`src/rtl/led_pattern_engine.sv`:
```
// LED pattern sequencer: a prescaler advances a WIDTH-bit LED bank through
// rotate-left, rotate-right, bounce or thermometer-fill patterns.
module led_pattern_engine #(
    parameter int WIDTH      = 8,
    parameter int SHIFT_TIME = 50000000,
    parameter int CNT_W      = 32
) (
    input  logic             clk,
    input  logic             rst,
    input  logic             enable,
    input  logic [1:0]       mode,
    input  logic             load,
    input  logic [WIDTH-1:0] load_pattern,
    output logic [WIDTH-1:0] led,
    output logic             tick
);

    typedef enum logic [1:0] {
        MODE_ROL    = 2'b00,
        MODE_ROR    = 2'b01,
        MODE_BOUNCE = 2'b10,
        MODE_FILL   = 2'b11
    } mode_t;

    typedef enum logic {
        DIR_LEFT  = 1'b0,
        DIR_RIGHT = 1'b1
    } dir_t;

    localparam logic [CNT_W-1:0] LAST_COUNT = CNT_W'(SHIFT_TIME - 1);

    logic [CNT_W-1:0] counter;
    dir_t             dir;
    logic             step;
    logic [WIDTH-1:0] next_led;
    dir_t             next_dir;

    assign step = enable && (counter == LAST_COUNT);

    always_comb begin
        // NOTE: defaults first so every path assigns both outputs and no latch is inferred.
        next_led = led;
        next_dir = dir;
        unique case (mode_t'(mode))
            MODE_ROL: next_led = {led[WIDTH-2:0], led[WIDTH-1]};
            MODE_ROR: next_led = {led[0], led[WIDTH-1:1]};
            MODE_BOUNCE: begin
                // Reversal and the opposite shift share one edge, so each end LED lasts one period.
                if (dir == DIR_LEFT) begin
                    if (led[WIDTH-1]) begin
                        next_dir = DIR_RIGHT;
                        next_led = led >> 1;
                    end else begin
                        next_led = led << 1;
                    end
                end else begin
                    if (led[0]) begin
                        next_dir = DIR_LEFT;
                        next_led = led << 1;
                    end else begin
                        next_led = led >> 1;
                    end
                end
            end
            MODE_FILL: next_led = (&led) ? '0 : {led[WIDTH-2:0], 1'b1};
        endcase
    end

    always_ff @(posedge clk) begin
        // NOTE: non-blocking assignments so every flop samples pre-edge values.
        if (rst) begin
            led     <= WIDTH'(1);
            counter <= '0;
            dir     <= DIR_LEFT;
            tick    <= 1'b0;
        end else if (load) begin
            led     <= load_pattern;
            counter <= '0;
            dir     <= DIR_LEFT;
            tick    <= 1'b0;
        end else begin
            tick <= step;
            if (step) begin
                counter <= '0;
                led     <= next_led;
                dir     <= next_dir;
            end else if (enable) begin
                counter <= counter + CNT_W'(1);
            end
        end
    end

endmodule
```
`config.mk`:
```
export PLATFORM = sky130hd
export DESIGN_NAME = led_pattern_engine
export DESIGN_NICKNAME = d
export VERILOG_FILES = /design/src/rtl/led_pattern_engine.sv
export SDC_FILE = /design/constraint.sdc
export NUM_CORES = 1
export LEC_CHECK = 0
export ABC_AREA = 1
export CAP_MARGIN = 20
export CELL_PAD_IN_SITES_DETAIL_PLACEMENT = 0
export CELL_PAD_IN_SITES_GLOBAL_PLACEMENT = 1
export CORE_MARGIN = 4
export CORE_UTILIZATION = 28
export CTS_BUF_LIST = sky130_fd_sc_hd__clkbuf_8
export DETAILED_ROUTE_END_ITERATION = 10
export MAX_ROUTING_LAYER = met4
export PLACE_DENSITY_LB_ADDON = 0.1
export SYNTH_ARGS = -nofsm -noshare
export SYNTH_HDL_FRONTEND = slang
export SYNTH_SLANG_ARGS = --single-unit
```
`constraint.sdc`:
```
create_clock -name clk -period 1.5 [get_ports clk]
set_clock_uncertainty 0.15 [all_clocks]
set_input_delay 0.15 -clock clk [delete_from_list [all_inputs] [get_ports clk]]
set_output_delay 0.15 -clock clk [all_outputs]
set_load 0.02 [all_outputs]
```
==> results of run 1 <==
-- stage by stage --
stage / power [mW] / setup TNS [ps] / worst slack [ps] / instances
final: 2.42 / -3170 / -145 / 716
after global routing: 2.52 / -6040 / -216 / 716
after CTS: 2.43 / -2930 / -107 / 710
after detailed placement: 1.49 / -15450 / -422 / 682
after global placement: 1.49 / -14280 / -400 / 682
after floorplan: 1.32 / -155 / -12.6 / 437
-- power groups by stage --
stage	sequential [mW]	combinational (mW)	clock, mW
3_5_place_dp	1.17	0.321	0
2_1_floorplan	1.19	0.122	0
3_3_place_gp	1.17	0.324	0
5_1_grt	1.14	0.402	0.983
4_1_cts	1.14	0.365	0.931
6_report	1.14	0.368	0.919
-- worst paths after layout --
check / from / end / cells after the start
min: enable / counter[1] / 4
max reg2reg: counter[7] / counter[3] / 11
max: counter[7] / counter[3] / 11
min reg2reg: counter[28] / counter[28] / 3
-- sequential cells by signal (all words and copies together), names as in the netlist --
name,cells
led,8
counter,32
dir,1
tick,1
-- tightest hold or removal path, stage by stage --
cell and delay, ps:
dlygate4sd2_1 290, buf_4 210, nand2_1 80, a21oi_2 50
-- what timing repair did --
action,CTS,global route
pin swaps,18,29
gates resized for setup,84,62
cloned,2,1
buffers inserted,18,7
setup endpoints to repair,50,42
hold buffers,0,0
-- cell type report --
class	count	area [sq um]
fillers	970	4680
flip-flops and latches	42	877
repair buffers	148	1310
clock buffers	5	68.8
clock inverters	3	37.5
multi-input cells	344	1970
inverters	45	181
well taps	129	161
-- cell usage after synthesis --
cell	instances	area share (%)
nand2_1	126	18
nor2_1	99	14
inv_1	44	6.2
dfxtp_1	42	31
nand3_1	42	7.9
xor2_1	11	3.6
a21oi_1	10	1.9
nor3_1	10	1.9
nand4_1	9	2.1
nor2_2	7	1.6
xnor2_1	7	2.3
nor2_4	5	2.1
o21ai_0	4	0.75
buf_6	3	1.3
a31oi_1	2	0.47
clkbuf_1	2	0.28
nand2_2	2	0.47
nand2_4	2	0.84
nand3_2	2	0.75
nor3b_1	2	0.56
buf_4	1	0.28
ha_1	1	0.47
inv_2	1	0.14
nand3_4	1	0.66
or2_0	1	0.23
or2_2	1	0.23
-- routing by layer --
| layer | up-vias | wire [um] | GRT usage [%] |
|---|---|---|---|
| met3 | 14 | 242 | 2.57 |
| met4 | 0 | 276 | 5.00 |
| li1 | 1669 | - | - |
| met5 | - | 0 | - |
| met1 | 1511 | 4620 | 23.3 |
| met2 | 54 | 4470 | 28.2 |
-- logic make-up (layout without fill, tap and decap cells) --
group | Yosys count | after routing | share of synthesized area [%]
AND/OR/NAND/NOR | 309 | 309 | 50.9
XOR/XNOR | 18 | 18 | 5.90
flip-flops | 42 | 42 | 31.5
buffers and inverters | 51 | 201 | 8.15
AO/OA/AOI/OAI | 16 | 16 | 3.09
adder cells (fa/ha/maj) | 1 | 1 | 0.468
-- cells in the final DEF (no fill, tap or decap), types with 3 or more instances in the layout --
| cell | count |
|---|---|
| nand2_4 | 5 |
| o21ai_0 | 3 |
| nor3_2 | 5 |
| nor3_1 | 4 |
| nand3_1 | 34 |
| a21oi_1 | 8 |
| xnor2_1 | 7 |
| dfxtp_2 | 17 |
| dlygate4sd2_1 | 10 |
| xor2_2 | 3 |
| clkdlybuf4s50_1 | 12 |
| nand2_1 | 106 |
| buf_12 | 4 |
| buf_4 | 107 |
| nor2_2 | 20 |
| clkbuf_8 | 5 |
| buf_6 | 12 |
| inv_1 | 41 |
| inv_2 | 4 |
| nor2_4 | 18 |
| nand3_4 | 4 |
| nand2_2 | 18 |
| xor2_1 | 8 |
| nor2_1 | 73 |
| dfxtp_1 | 21 |
| nand3_2 | 7 |
| nand4_1 | 9 |
| dfxtp_4 | 4 |
==> results.md, run 1 <==
- Outcome: finished, violations left
- Failing checks: negative setup slack
- Crit share post-route: 110%
- Number of synthesized register bits: 42
- Initial DRC count: 175
- Area growth from synthesis to layout: 72.2%
- Die Y: 106 um
- Ys Warns: 0
- CP max FO: 5
- Sw power: 0.633 mW
- Post-synth net total: between 400 and 500
- Diode count: 0
- Remaining Overflow, GRT: 0
- CP max stage delay: 350 ps
- Syn Inst Count: 437
- Worst skew pair latency: 300 ps
- Cell area after synthesis: 2670 sq um
- Initial Util: between 20 and 30%
- Critical path capture point type: flop
- Io pins: 23
- Crit Path Category: flop to flop
- DRC Markers: 0
- Switching Fraction: 26.1%
- FMAX: 608 MHz
- H-tree levels: 2
- Hold Path Class: primary input to flop
- Avg Inst Size Synth: 6.12 sq um
- Min setup slack post-route: -145 ps
- Slowest CP cell: dfxtp_2
- Number of buffers created by CTS: 5
- CTS tree: done
- Vias in the first global route: between 3,000 and 4,000
- Root buf cell: clkbuf_8
- Die area: 11,200 sq um
- Chip width: around 110 um
- Via Count: 3,248
- Worst VDD drop: 0.327 mV
- Initial antenna violation count: 0
- CTS max path bufs: 2
- Port bufs: 22
- Design area: 4600 sq um
- Comb power frac: 15.2%
- CP delay by family, top: simple AND/OR/NAND/NOR gates
- Relative slew slack: 81.7%
- Fin util: slightly below 50%
- Gr usage total: roughly 18%
- Final Hold Vio Count: 0
- Final WL: 9.61 mm
- Slew Limit Fails: 0
- Drt pass-1 iters: 5
- Reg clk slew, reported paths: 80 ps
- Routability Congestion: 0.874
- Reg2Reg Setup Slack: -150 ps
- Tmin final: 1650 ps
- Core box area: 9280 sq um
- Clock power share: 37.9%
- Sequential fraction of design power: 46.9%
- First-pass GRT wire length: between 15 and 20 mm
- Row count: 35
- Pint: 1.79 mW
- P_leak: 1.95 nW
- Layout cell share with drive strength beyond 1: 41.9%
- RSZ-0062 raised after global routing: true
- Worst Path Required: 1550 ps
- CP startpoint kind: flop
- Max-cap violations: 0
- Crit-path cells: inv_2, nand2_4, nor2_4, nand2_1, nor2_1, buf_4, nand2_4, nand3_4, buf_12, clkbuf_16, nor2_1
- # setup viols final: 39
- Clk sinks: 42
- Antenna Nets Post-Route: 0
- Largest net degree at the start of global routing: 13
- Seq/Total Area, Yosys: between 30% and 40%
- CP bufs+invs: 4
- Power per cell area: 527 nW/um^2
- WHS: 369 ps
- Worst-Margin Slew: 272 ps
- Final net count: 601
- Synth cell types: 26
- Vias per Instance: between 4 and 5
- Detail Placement HPWL: 7.14 mm
- Routed WL per cell: 13.4 um
- WP data arrival: 1690 ps
- Placed Area: 3810 sq um
(Power assumes the default switching activity.)
==> run 2: changes to the inputs <==
Settings changed: GPL_ROUTABILITY_DRIVEN from default to 0, SLEW_MARGIN from default to 20.
==> results of run 2 <==
Final layout, timing and power as in run 1 (identical DEF).
